<file path="src/rtl/memory_tester_pkg.sv">
// Shared types for the memory self-test master.
package memory_tester_pkg;

  typedef enum logic [1:0] {
    ModeConst   = 2'd0,
    ModeAddr    = 2'd1,
    ModeChecker = 2'd2
  } mode_e;

  typedef enum logic [2:0] {
    StIdle,
    StWrite,
    StReadReq,
    StReadResp,
    StDone
  } state_e;

  // Raw mode encoding 3 is folded onto CONST.
  function automatic mode_e decode_mode(input logic [1:0] raw);
    case (raw)
      2'd1:    return ModeAddr;
      2'd2:    return ModeChecker;
      default: return ModeConst;
    endcase
  endfunction

endpackage

</file>
<file path="src/rtl/Memory.sv">
// Request/response memory bus shared by masters and slaves.
interface Memory #(
  parameter int unsigned ADDR_WIDTH = 32,
  parameter int unsigned DATA_WIDTH = 32
);
  logic [ADDR_WIDTH-1:0] m_address;
  logic [DATA_WIDTH-1:0] m_data;
  logic                  m_valid;
  logic                  m_write;
  logic                  m_ready;
  logic [DATA_WIDTH-1:0] s_data;
  logic                  s_valid;
  logic                  s_ready;

  modport master (
    output m_address, m_data, m_valid, m_write, s_ready,
    input  m_ready, s_data, s_valid
  );

  modport slave (
    input  m_address, m_data, m_valid, m_write, s_ready,
    output m_ready, s_data, s_valid
  );
endinterface

</file>
<file path="src/rtl/memory_tester_pattern.sv">
// Expected-data generator, shared by the write-data and compare paths.
module memory_tester_pattern
  import memory_tester_pkg::*;
#(
  parameter int unsigned           ADDR_WIDTH = 32,
  parameter int unsigned           DATA_WIDTH = 32,
  parameter int unsigned           IDX_WIDTH  = 5,
  parameter logic [DATA_WIDTH-1:0] PATTERN    = DATA_WIDTH'(32'hAAAA_AAAA)
) (
  input  mode_e                 mode_i,
  input  logic [IDX_WIDTH-1:0]  index_i,
  input  logic [ADDR_WIDTH-1:0] addr_i,
  output logic [DATA_WIDTH-1:0] data_o
);

  logic odd;
  assign odd = (index_i & IDX_WIDTH'(1)) != '0;

  // Select the data word for this beat.
  always_comb begin
    data_o = PATTERN;
    case (mode_i)
      ModeAddr:    data_o = DATA_WIDTH'(addr_i);
      ModeChecker: data_o = odd ? ~PATTERN : PATTERN;
      default:     data_o = PATTERN;
    endcase
  end

endmodule

</file>
<file path="src/rtl/memory_tester.sv">
// Memory self-test master: write sweep, then read-back-and-compare sweep.
module memory_tester
  import memory_tester_pkg::*;
#(
  parameter int unsigned           ADDR_WIDTH = 32,
  parameter int unsigned           DATA_WIDTH = 32,
  parameter logic [ADDR_WIDTH-1:0] BASE       = '0,
  parameter logic [ADDR_WIDTH-1:0] STRIDE     = ADDR_WIDTH'(4),
  parameter int unsigned           COUNT      = 16,
  parameter logic [DATA_WIDTH-1:0] PATTERN    = DATA_WIDTH'(32'hAAAA_AAAA),
  parameter int unsigned           ERR_WIDTH  = 16
) (
  input  logic                  clock,
  input  logic                  reset,
  input  logic                  start,
  input  logic [1:0]            mode,
  Memory.master                 memory,
  output logic                  busy,
  output logic                  done,
  output logic                  pass,
  output logic [ERR_WIDTH-1:0]  error_count,
  output logic [ADDR_WIDTH-1:0] first_fail
);

  localparam int unsigned          IdxWidth = $clog2(COUNT + 1);
  localparam logic [IdxWidth-1:0] LastIdx  = IdxWidth'(COUNT - 1);

  state_e                  state_q, state_d;
  mode_e                   mode_q, mode_d;
  logic [IdxWidth-1:0]     idx_q, idx_d;
  logic [ADDR_WIDTH-1:0]   addr_q, addr_d;
  logic [ERR_WIDTH-1:0]    err_q, err_d;
  logic [ADDR_WIDTH-1:0]   ff_q, ff_d;
  logic [DATA_WIDTH-1:0]   exp_data;
  logic                    last_beat;

  memory_tester_pattern #(
    .ADDR_WIDTH (ADDR_WIDTH),
    .DATA_WIDTH (DATA_WIDTH),
    .IDX_WIDTH  (IdxWidth),
    .PATTERN    (PATTERN)
  ) u_pattern (
    .mode_i  (mode_q),
    .index_i (idx_q),
    .addr_i  (addr_q),
    .data_o  (exp_data)
  );

  assign last_beat = (idx_q == LastIdx);

  // Sequencer next-state and bus drive.
  always_comb begin
    state_d          = state_q;
    mode_d           = mode_q;
    idx_d            = idx_q;
    addr_d           = addr_q;
    err_d            = err_q;
    ff_d             = ff_q;
    memory.m_valid   = 1'b0;
    memory.m_write   = 1'b0;
    memory.m_address = '0;
    memory.m_data    = '0;
    memory.s_ready   = 1'b0;
    case (state_q)
      StIdle, StDone: begin
        if (start) begin
          state_d = StWrite;
          mode_d  = decode_mode(mode);
          idx_d   = '0;
          addr_d  = BASE;
          err_d   = '0;
          ff_d    = '0;
        end
      end
      StWrite: begin
        memory.m_valid   = 1'b1;
        memory.m_write   = 1'b1;
        memory.m_address = addr_q;
        memory.m_data    = exp_data;
        if (memory.m_ready) begin
          if (last_beat) begin
            state_d = StReadReq;
            idx_d   = '0;
            addr_d  = BASE;
          end else begin
            idx_d  = idx_q + IdxWidth'(1);
            addr_d = addr_q + STRIDE;
          end
        end
      end
      StReadReq: begin
        memory.m_valid   = 1'b1;
        memory.m_address = addr_q;
        if (memory.m_ready) begin
          state_d = StReadResp;
        end
      end
      StReadResp: begin
        memory.s_ready = 1'b1;
        if (memory.s_valid) begin
          if (memory.s_data != exp_data) begin
            if (err_q != '1) begin
              err_d = err_q + ERR_WIDTH'(1);
            end
            // A zero count means no earlier mismatch in this run.
            if (err_q == '0) begin
              ff_d = addr_q;
            end
          end
          if (last_beat) begin
            state_d = StDone;
          end else begin
            state_d = StReadReq;
            idx_d   = idx_q + IdxWidth'(1);
            addr_d  = addr_q + STRIDE;
          end
        end
      end
      default: state_d = StIdle;
    endcase
  end

  // State and result registers with synchronous active-low reset.
  always_ff @(posedge clock) begin
    if (!reset) begin
      state_q <= StIdle;
      mode_q  <= ModeConst;
      idx_q   <= '0;
      addr_q  <= '0;
      err_q   <= '0;
      ff_q    <= '0;
    end else begin
      state_q <= state_d;
      mode_q  <= mode_d;
      idx_q   <= idx_d;
      addr_q  <= addr_d;
      err_q   <= err_d;
      ff_q    <= ff_d;
    end
  end

  // Status outputs decoded from the registered state.
  always_comb begin
    busy        = (state_q == StWrite) || (state_q == StReadReq) || (state_q == StReadResp);
    done        = (state_q == StDone);
    pass        = done && (err_q == '0);
    error_count = err_q;
    first_fail  = ff_q;
  end

endmodule

</file>
<file path="src/flat_wrapper.sv">
// flat-port wrapper written by rule: the top's interface ports become plain ports
module memory_tester_flat import memory_tester_pkg::*;
#(
  parameter int unsigned           ADDR_WIDTH = 32,
  parameter int unsigned           DATA_WIDTH = 32,
  parameter logic [ADDR_WIDTH-1:0] BASE       = '0,
  parameter logic [ADDR_WIDTH-1:0] STRIDE     = ADDR_WIDTH'(4),
  parameter int unsigned           COUNT      = 16,
  parameter logic [DATA_WIDTH-1:0] PATTERN    = DATA_WIDTH'(32'hAAAA_AAAA),
  parameter int unsigned           ERR_WIDTH  = 16
)
  (clock, reset, start, mode, busy, done, pass, error_count, first_fail, memory_m_address, memory_m_data, memory_m_valid, memory_m_write, memory_s_ready, memory_m_ready, memory_s_data, memory_s_valid);
  Memory #(.ADDR_WIDTH(ADDR_WIDTH), .DATA_WIDTH(DATA_WIDTH)) memory_i ();
  input  logic clock;
  input  logic reset;
  input  logic start;
  input  logic [1:0] mode;
  output logic busy;
  output logic done;
  output logic pass;
  output logic [ERR_WIDTH-1:0] error_count;
  output logic [ADDR_WIDTH-1:0] first_fail;
  output wire logic [$bits(memory_i.m_address)-1:0] memory_m_address;
  output wire logic [$bits(memory_i.m_data)-1:0] memory_m_data;
  output wire logic [$bits(memory_i.m_valid)-1:0] memory_m_valid;
  output wire logic [$bits(memory_i.m_write)-1:0] memory_m_write;
  output wire logic [$bits(memory_i.s_ready)-1:0] memory_s_ready;
  input wire logic [$bits(memory_i.m_ready)-1:0] memory_m_ready;
  input wire logic [$bits(memory_i.s_data)-1:0] memory_s_data;
  input wire logic [$bits(memory_i.s_valid)-1:0] memory_s_valid;
  assign memory_m_address = memory_i.m_address;
  assign memory_m_data = memory_i.m_data;
  assign memory_m_valid = memory_i.m_valid;
  assign memory_m_write = memory_i.m_write;
  assign memory_s_ready = memory_i.s_ready;
  assign memory_i.m_ready = memory_m_ready;
  assign memory_i.s_data = memory_s_data;
  assign memory_i.s_valid = memory_s_valid;
  memory_tester #(.ADDR_WIDTH(ADDR_WIDTH), .DATA_WIDTH(DATA_WIDTH), .BASE(BASE), .STRIDE(STRIDE), .COUNT(COUNT), .PATTERN(PATTERN), .ERR_WIDTH(ERR_WIDTH)) u_core (.clock(clock), .reset(reset), .start(start), .mode(mode), .memory(memory_i), .busy(busy), .done(done), .pass(pass), .error_count(error_count), .first_fail(first_fail));
endmodule
</file>
<file path="config.mk">
export PLATFORM = sky130hd
export DESIGN_NAME = memory_tester_flat
export DESIGN_NICKNAME = d
export VERILOG_FILES = /design/src/rtl/memory_tester_pkg.sv /design/src/rtl/Memory.sv /design/src/rtl/memory_tester_pattern.sv /design/src/rtl/memory_tester.sv /design/src/flat_wrapper.sv
export SDC_FILE = /design/constraint.sdc
export NUM_CORES = 1
export LEC_CHECK = 0
export BUFFER_PORTS_ARGS = -buffer_cell sky130_fd_sc_hd__buf_2
export CORE_MARGIN = 4
export CORE_UTILIZATION = 37
export DETAILED_ROUTE_END_ITERATION = 16
export GPL_TIMING_DRIVEN = 0
export PLACE_DENSITY = 0.7
export SKIP_CTS_REPAIR_TIMING = 1
export SLEW_MARGIN = 0
export SYNTH_ARGS = -nofsm -noshare
export SYNTH_HDL_FRONTEND = slang
export SYNTH_SLANG_ARGS = --single-unit
</file>
<file path="constraint.sdc">
create_clock -name clock -period 7.5 [get_ports clock]
set_clock_uncertainty 0.05 [all_clocks]
set_input_delay 0 -clock clock [delete_from_list [all_inputs] [get_ports clock]]
set_output_delay 0 -clock clock [all_outputs]
set_load 0.01 [all_outputs]
</file>
== After elaboration in Yosys (flattened, before gate mapping) ==
Cells that the tools add are included.
Storage, ports and cells
  bits in registers: 90
  output and inout bits: 118
  word-level logic and storage cells: 79
Operators by class
  $add $sub $neg: 3
  eq/ne operators: 20
  multiplexer cells: 36
  reduce and logical (&&, ||, !) cells: 14
Operators with widths (number)
  $mux 32: 11
  $pmux 32 s2: 2
  $pmux 32 s3: 1
  $mux 16: 4
  $add 32x3->32 const B: 1
  $ne 32x32->1: 1
  $pmux 16 s2: 1
  $mux 5: 5
  $reduce_and 5->1: 4
  $mux 3: 6
  $add 16x1->16 const B: 1
  $logic_not 16->1: 1
  $ne 16x16->1 const B: 1
  $pmux 5 s3: 1
  $pmux 3 s4: 1
  $ne 2x2->1 const B: 5
  $ne 2x1->1 const B: 4
  $eq 3x2->1 const B: 2
  $add 5x1->5 const B: 1
  $eq 5x4->1 const B: 1
  $eq 2x1->1 const B: 2
  $eq 2x2->1 const B: 2
  $pmux 2 s2: 1
  $reduce_or 2->1: 2
  other kinds (9): 12

== Logic depth before layout (Yosys ltp) ==
Gate-level depths: netlist of run 1.
  depth in word-level cells: 6
  gate-level depth with buffers: 15
  gate-level depth less buffers: 12

== By module ==
A second synthesis of run 1 with hierarchy kept.
Unflattened totals
  cell total of the unflattened synthesis: 619
  area total of the unflattened synthesis: 5176.2 um2
Modules (own cells, without submodules)
  memory_tester: instances 1, cells an instance 555, area each 4738.3 um2, seq. area each 1741.7 um2
  memory_tester_pattern: instances 1, cells an instance 64, area each 437.9 um2, seq. area each 0.0 um2

== Least setup slack after synthesis of run 1 ==
No wires, ideal clock.
  kind: reg2reg
  from: reg u_core.mode_q[0]
  to: reg u_core.ff_q[10], in the netlist u_core.first_fail[10]
  arrival: 2706 ps
  required time: 7378 ps
  setup slack: 4673 ps
  cell stages (with the launch flop): 14
  path buffers: 3
  clock period less this slack: 2827 ps
  cells stage by stage: dfxtp_1 inv_1 ha_1 buf_2 nand3b_1 o21ai_0 a31oi_1 nor4_2 nand4b_1 o31ai_4 a21o_1 buf_6 buf_12 mux2i_1
On the way
  word-level cells in the longest chain between the ends: 5
Ends and longest elaborated chain
  start, declared: line memory_tester.sv:29  | mode_e mode_q, mode_d;
  start signal, assigned: line memory_tester.sv:127  | mode_q <= ModeConst;
  start signal, assigned: line memory_tester.sv:134  | mode_q <= mode_d;
  $eq 2x2->1 or $eq 2x1->1 (tied branches): line memory_tester_pattern.sv:22  | case (mode_i)
  $pmux 32 s2 (*): line memory_tester_pattern.sv:22
  $ne 32x32->1 (*): line memory_tester.sv:101  | if (memory.s_data != exp_data) begin
  $ne 2x1->1 (no line) (*)
  $reduce_and 5->1 (no line) (*)
  end signal, assigned: line memory_tester.sv:131  | ff_q <= '0;
  end signal, assigned: line memory_tester.sv:138  | ff_q <= ff_d;
  end, declared: line memory_tester.sv:33  | logic [ADDR_WIDTH-1:0] ff_q, ff_d;
Mark *: on every way between the ends. The rest lies on a longest branch, timed or not.
A chain may end at the register's enable or synchronous reset.

== Worst setup path in the final report of run 1 ==
  from: reg u_core.mode_q[0]
  to: reg u_core.err_q[11], in the netlist u_core.error_count[11]
On the way
  word-level cells in the longest chain between the ends: 5
Ends and longest elaborated chain
  $eq 2x2->1 or $eq 2x1->1 (tied branches): line memory_tester_pattern.sv:22
  $pmux 32 s2 (*): line memory_tester_pattern.sv:22
  $ne 32x32->1 (*): line memory_tester.sv:101
  $ne 2x1->1 (no line) (*)
  $reduce_and 5->1 (no line) (*)
  end signal, assigned: line memory_tester.sv:137  | err_q <= err_d;
  end, declared: line memory_tester.sv:32  | logic [ERR_WIDTH-1:0] err_q, err_d;
Marked as above.

==> impl_metrics.json, run 1 <==
{
  "status": "completed",
  "ys_types": 67,
  "path_cells": "inv_1 -> ha_1 -> buf_2 -> nand3b_1 -> o21ai_0 -> a31oi_1 -> nor4_2 -> nand4b_1 -> or3_1 -> nand3_1 -> buf_4 -> o21ai_0",
  "cp_top_family": "simple AND/OR/NAND/NOR gates",
  "drt_wl_total_um": 19350,
  "synth_top_flop_cell": "dfxtp_1",
  "start_util_pct": 38.30,
  "core_mm2": 0.01470,
  "track_usage_pct": 21.49,
  "intPower_uw": 759.8,
  "synthSimpleGateAreaFrac_pct": 29.64,
  "fp.dieH_um": 131.4,
  "grt_pass1_vias": 5474,
  "rsz0062_at_grt": "no",
  "drcViolationCount": 0,
  "crit_slowest_cell": "or3_1",
  "yosysSeqAreaShare_pct": 30.58,
  "tightest_slew_ns": 0.9370,
  "cpMostUsedCell": "o21ai_0",
  "final_util_pct": 47.34,
  "synth-compound-area-share_pct": 18.60,
  "finalHoldViolCount": 0,
  "area_delta_synth_final_pct": 23.58,
  "cts_root_buf": "clkbuf_16",
  "p_switching_uw": 336.4,
  "cp.arrival_ns": 3.66,
  "drtPass1Iterations": 5,
  "irDropWorstVdd_v": 0.0001194,
  "seq_power_share_pct": 42.6,
  "synth_mux_area_share_pct": 6.578,
  "total_leakage_power_nw": 3.010,
  "period_needed_ns": 3.483,
  "gr-total-overflow": 0,
  "fillers": 1483,
  "hp-class": "in2reg",
  "tritoncts": "done",
  "power_density_mw_per_mm2": 157.5,
  "multi_input_area_mm2": 0.003465,
  "p_comb_share_pct": 17.8,
  "ios": 157,
  "power_frac_clock_pct": 39.6,
  "fp.dieArea_mm2": 0.01726,
  "syn_area_per_cell_um2": 7.568,
  "grt_first_pass_wirelength_um": 30290,
  "min_period_over_period_pct": 46.44,
  "vias": 6102,
  "clock-sinks": 86,
  "place_hpwl_um": 14690,
  "cp_max_fo": 10,
  "finalSetupTns_ns": 0,
  "grt_antenna_before_repair": 3,
  "p_sw_share_pct": 30.69,
  "async_flop_share_pct": 0,
  "worst_setup_path_end_kind": "flip-flop",
  "ant_nets": 0,
  "path_clk_slew_ns": 0.07,
  "rows": 44,
  "viasPerCell": 5.522,
  "ff_latch_area_mm2": 0.001722,
  "clk_latency_ns": 0.35,
  "drv_slew": 0,
  "synth_seq_cells": 86,
  "drt_iter0_drc": 476,
  "criticalPathCategory": "reg2reg",
  "cts_buffer_depth": 2,
  "cts_buffers": 9,
  "cp-start-kind": "flip-flop",
  "cap_violations": 0,
  "synthAdderAreaFrac_pct": 1.778,
  "setup_viol": 0,
  "synth_edf_count": 0,
  "slew_headroom_pct": 37.30,
  "critPathBufInv": 3,
  "wire_per_inst_um": 17.51,
  "synth_top_family_by_area": "simple AND/OR/NAND/NOR gates",
  "syn_inst": 744,
  "required_ns": 7.67,
  "chipWidth_um": 131.4,
  "synthXorXnorAreaFrac_pct": 4.667,
  "syn_area_mm2": 0.005630,
  "cts_max_level": 3,
  "fin_nets": 960,
  "grt_start_max_net_pins": 17,
  "ys_warn_count": 0,
  "routabilityCongestion": 0.9256,
  "max_freq_mhz": 287.1,
  "critPathMaxStageDelay_ns": 0.45,
  "drive_gt1_share_pct": 21.79,
  "io_buffers": 151
}
## sequential cells by signal, indices dropped and copies added, names as in the netlist
name,cells
u_core.state_q,3
u_core.first_fail,30
u_core.error_count,16
u_core.mode_q,2
u_core.addr_q,30
u_core.idx_q,5
## tightest hold or removal path, stage by stage
cell      delay [ns]
buf_2           0.13
nand2_1         0.06
nand2_1         0.08
o31ai_4         0.13
o211ai_1        0.10
o21ai_0         0.06
## cell type report
class	count	share of cell area [%]
Multi-Input combinational cell	570	49.79
Clock inverter	7	0.8272
Sequential cell	86	24.74
Antenna cell	3	0.1079
Timing Repair Buffer	155	11.44
Clock buffer	9	3.237
Buffer	67	5.251
Inverter	24	1.295
Tap cell	184	3.309
## layer usage
metal  GRT usage [%]  wire length (um)  up-vias
met2           35.05              9051      259
met3           4.778              1487       16
met5               0                 0        -
met4           6.184               238        0
li1                -                 -     2951
met1           28.69              8573     2876
## layout by cell type, fill, tap and decap left out, types with 4 or more instances in the layout
master / Yosys / final
xnor2_1: 13 / 13
clkbuf_16: 0 / 9
xor2_1: 17 / 17
nand2b_1: 14 / 14
o31ai_1: 10 / 10
mux2i_1: 37 / 37
dlygate4sd3_1: 0 / 4
conb_1: 1 / 4
nand4b_1: 5 / 5
nor2_1: 57 / 57
and2_1: 29 / 29
nor3_1: 16 / 16
nor4_1: 4 / 4
and3_1: 19 / 19
or2_2: 5 / 5
or3_1: 12 / 12
nand2_1: 87 / 87
inv_1: 23 / 23
o21ai_0: 31 / 31
dfxtp_1: 86 / 86
nand3_1: 50 / 50
ha_1: 8 / 8
a21oi_1: 60 / 60
buf_2: 7 / 158
nand3b_1: 4 / 4
clkbuf_1: 47 / 47
buf_4: 5 / 5
o211ai_1: 16 / 16
o22ai_1: 4 / 4
nand4_1: 7 / 7
a31oi_1: 6 / 6
buf_6: 5 / 5
## synth_stat cells (all sizes together) (4+ instances only)
library cell	count	area share (%)
nand2	88	5.9
dfxtp	86	31
a21oi	60	5.3
nor2	57	3.8
nand3	50	4.4
clkbuf	47	3.1
mux2i	37	6.6
o21ai	33	2.9
and2	29	3.2
inv	24	1.6
buf	20	3.4
and3	19	2.1
xor2	17	2.6
nor3	16	1.4
o211ai	16	2.1
nand2b	14	1.6
xnor2	13	2.0
or3	12	1.3
o31ai	11	1.7
ha	8	1.8
nand4	7	0.78
a31oi	6	0.67
nand4b	5	0.78
nor4	5	0.67
or2	5	0.56
a22oi	4	0.62
nand3b	4	0.53
nor2b	4	0.62
o22ai	4	0.44
## logic make-up after synthesis
kind of cell,after synthesis
AND/OR/NAND/NOR,327
flip-flops,86
XOR/XNOR,30
multiplexers,37
adder cells (fa/ha/maj),8
AO/OA/AOI/OAI,164
other,1
buffers and inverters,91
## power by group through the flow
stage | combinational, mW | sequential [mW] | clock [mW]
global placement | 0.189 | 0.477 | 0
global route | 0.210 | 0.467 | 0.458
floorplan | 0.121 | 0.474 | 0
detailed placement | 0.190 | 0.477 | 0
finish | 0.195 | 0.467 | 0.434
CTS | 0.191 | 0.467 | 0.440
## worst paths after layout
path,start,endpoint,slack (ns),depth (start not counted)
worst max-delay path,u_core.mode_q[0]$_SDFFE_PN0P_,u_core.error_count[11]$_SDFFE_PN0P_,4.02,12
worst min-delay path,memory_s_valid,u_core.error_count[4]$_SDFFE_PN0P_,0.20,6
worst max register to register,u_core.mode_q[0]$_SDFFE_PN0P_,u_core.error_count[11]$_SDFFE_PN0P_,4.02,12
worst min register to register,u_core.first_fail[21]$_SDFFE_PN0P_,u_core.first_fail[21]$_SDFFE_PN0P_,0.41,2
## through the flow
step | cells | setup WS (ns) | total power, mW | area (um^2) | hold slack [ns]
floorplan | 747 | 4.673 | 0.5952 | 5642 | 0.1138
global placement | 1082 | 4.071 | 0.6658 | 6628 | 0.2502
detailed placement | 1082 | 4.071 | 0.6671 | 6628 | 0.2555
CTS | 1098 | 4.050 | 1.098 | 6910 | -0.1057
global route | 1105 | 3.835 | 1.136 | 6958 | 0.2367
finish | 1105 | 4.017 | 1.096 | 6958 | 0.2025
Note: power is estimated with default switching activity, not from simulation.
==> run 2: changes to the inputs <==
--- a/config.mk
+++ b/config.mk
@@ -5,12 +5,13 @@
 export SDC_FILE = /design/constraint.sdc
 export NUM_CORES = 1
 export LEC_CHECK = 0
+export ABC_AREA = 1
 export BUFFER_PORTS_ARGS = -buffer_cell sky130_fd_sc_hd__buf_2
 export CORE_MARGIN = 4
 export CORE_UTILIZATION = 37
 export DETAILED_ROUTE_END_ITERATION = 16
 export GPL_TIMING_DRIVEN = 0
-export PLACE_DENSITY = 0.7
+export PLACE_DENSITY = 0.72
 export SKIP_CTS_REPAIR_TIMING = 1
 export SLEW_MARGIN = 0
 export SYNTH_ARGS = -nofsm -noshare
==> constraint.sdc (replaced) <==
create_clock -name clock -period 2.87 [get_ports clock]
set_clock_uncertainty 0.05 [all_clocks]
set_input_delay 0 -clock clock [delete_from_list [all_inputs] [get_ports clock]]
set_output_delay 0 -clock clock [all_outputs]
set_load 0.01 [all_outputs]
==> impl_metrics.json, run 2 <==
{
  "fin_nets": 1238,
  "path_clk_slew_ns": 0.07,
  "yosys-top-cells-area": "dfxtp_1 (29%), nand2_1 (17%), nor2_1 (9.7%)",
  "fp.dieArea_mm2": 0.01800,
  "holdCritStartpoint": "memory_m_ready",
  "crit_slowest_cell": "clkbuf_1",
  "whs_ns": -0.01678,
  "grt_start_max_net_pins": 15,
  "required_ns": 3.06,
  "place_hpwl_um": 16220,
  "async_flop_share_pct": 0,
  "cap_violations": 0,
  "routabilityCongestion": 0.9224,
  "synth_mux_area_share_pct": 0,
  "drcViolationCount": 0,
  "dp.cells": 1389,
  "hp-class": "in2reg",
  "yosysSeqAreaShare_pct": 29.23,
  "ys_types": 37,
  "cp_max_fo": 10,
  "path_cells": "ha_1 -> nand3_1 -> inv_1 -> ha_1 -> o21ai_0 -> nand3_2 -> inv_2 -> clkbuf_1 -> nand4_1 -> o21ai_0 -> nor2_1",
  "instances_no_fill": 1407,
  "ys_top_cells_by_count": "nand2_1 (272), nor2_1 (153), inv_1 (138)",
  "rrSetupSlack_ns": 0.19,
  "cp.arrival_ns": 2.87,
  "criticalPathCategory": "reg2reg",
  "status": "complete, but fails checks",
  "drv_slew": 0,
  "gr-total-overflow": 0,
  "cp-startpoint": "u_core.idx_q[0]$_SDFFE_PN0P_",
  "start_util_pct": 38.32,
  "synth.most_common_cell": "nand2_1",
  "total_leakage_power_nw": 3.668,
  "critPathMaxStageDelay_ns": 0.41,
  "slew_headroom_pct": 54.18,
  "synth_top_flop_cell": "dfxtp_1",
  "tightest_slew_ns": 0.6873,
  "finalHoldViolCount": 1,
  "grt_pass1_vias": 6412,
  "synth_seq_cells": 86,
  "grt_first_pass_wirelength_um": 32160,
  "syn_area_mm2": 0.005891,
  "vias": 7019,
  "violations": "negative hold slack",
  "cts_buffers": 9,
  "core_mm2": 0.01537,
  "cts_max_level": 3,
  "viasPerCell": 4.989,
  "max_freq_mhz": 373.2,
  "power_mw": 6.638,
  "rr_endpoint": "u_core.addr_q[25]$_SDFFE_PN0P_",
  "track_usage_pct": 21.96,
  "ios": 157,
  "synth_top_family_by_area": "simple AND/OR/NAND/NOR gates",
  "synthSimpleGateAreaFrac_pct": 42.84,
  "cp-start-kind": "flip-flop",
  "min_path_cells": 4,
  "synth.largest_area_cell": "dfxtp_1",
  "reg2reg_from": "u_core.idx_q[0]$_SDFFE_PN0P_",
  "cp_top_family": "buffers and inverters",
  "cts_root_buf": "clkbuf_16",
  "drt_wl_total_um": 20150,
  "chipWidth_um": 134.2,
  "rows": 45,
  "syn_inst": 1023,
  "wire_per_inst_um": 14.32,
  "num_antenna_cells": 0,
  "syn_area_per_cell_um2": 5.758,
  "ant_nets": 0,
  "layout_common_cells": "nand2_1 (271), buf_2 (162), nor2_1 (153)",
  "grt_antenna_before_repair": 0,
  "drtPass1Iterations": 5,
  "final_util_pct": 47.51,
  "worst_setup_path_end_kind": "flip-flop",
  "layout_commonest_cell": "nand2_1",
  "synthXorXnorAreaFrac_pct": 0.2974,
  "drt_iter0_drc": 584,
  "period_needed_ns": 2.680,
  "min_to": "u_core.state_q[1]$_SDFFE_PN0P_",
  "finalSetupTns_ns": 0,
  "power_density_mw_per_mm2": 908.9,
  "critPathBufInv": 3,
  "synth_edf_count": 0,
  "irDropWorstVdd_v": 0.0003167,
  "clk_latency_ns": 0.34,
  "clock-sinks": 86,
  "synth_top_cell_area_share_pct": 29.23,
  "synthAdderAreaFrac_pct": 1.699,
  "fp.dieH_um": 134.2,
  "min_period_over_period_pct": 93.37,
  "setup_viol": 0,
  "cts_buffer_depth": 2,
  "drive_gt1_share_pct": 17.56,
  "ys_warn_count": 0,
  "io_buffers": 152,
  "tritoncts": "done",
  "synth-compound-area-share_pct": 12.32,
  "r2r_cells": 11,
  "area_delta_synth_final_pct": 23.98
}
[run 2: changes by cell type in the layout (fill, tap and decap cells not counted), sizes merged, moves of 19 or more]
| cell | delta |
|---|---|
| a21oi | +24 |
| nor2 | +99 |
| nand3 | +62 |
| nand2 | +185 |
| and3 | -19 |
| inv | +116 |
| mux2i | -37 |
| and2 | -29 |
[run 2: tightest hold or removal path: stages]
cell and delay (ns):
buf_2 0.10, o21ai_0 0.10, nand2_1 0.07, a21oi_1 0.06
[run 2: metrics by stage]
stage	instance area [um^2]	worst slack [ns]
3_3_place_gp	6927	0.005047
4_1_cts	7251	-0.02258
6_report	7303	0.1902
2_1_floorplan	5902	0.5460
3_5_place_dp	6927	-0.006285
5_1_grt	7303	-0.004927
[run 2: cell type report]
type / instances / area [um^2]
Sequential cell: 86 / 1722
Inverter: 143 / 539.3
Clock buffer: 10 / 239.0
Fill cell: 1702 / 8068
Buffer: 54 / 276.5
Tap cell: 211 / 264.0
Multi-Input combinational cell: 743 / 3397
Timing Repair Buffer: 154 / 780.7
Clock inverter: 6 / 85.08
[run 2: how the worst max path moves through the flow]
stage          depth (start not counted)  slack, ns                                   to
2_1_floorplan                         15       0.55  u_core.error_count[10]$_SDFFE_PN0P_
3_3_place_gp                          16      0.005   u_core.first_fail[16]$_SDFFE_PN0P_
3_5_place_dp                          16     -0.006   u_core.first_fail[16]$_SDFFE_PN0P_
4_1_cts                               15      -0.02    u_core.first_fail[6]$_SDFFE_PN0P_
5_1_grt                               17     -0.005    u_core.first_fail[3]$_SDFFE_PN0P_
6_report                              11       0.19       u_core.addr_q[25]$_SDFFE_PN0P_
[run 2: cells by family (layout without fill, tap and decap cells)]
family	count (synthesis)	in the layout
AO/OA/AOI/OAI	133	133
XOR/XNOR	2	2
adder cells (fa/ha/maj)	8	8
buffers and inverters	197	367
flip-flops	86	86
other	1	4
AND/OR/NAND/NOR	596	596
[run 2: per-layer routing]
metal / wire length [um] / up-vias / global-route usage, %
met5: 0 / - / 0
met4: 410 / 0 / 7.183
met3: 1632 / 28 / 3.751
met2: 9114 / 287 / 36.15
met1: 8991 / 3113 / 29.30
li1: - / 3591 / -
[run 2: power breakdown]
part / internal (mW) / leakage [nW] / switching (mW) / total [mW]
Combinational: 1.24 / 2.81 / 2.25 / 3.49
Sequential: 1.55 / 0.702 / 0.316 / 1.87
Clock: 0.783 / 0.154 / 0.497 / 1.28
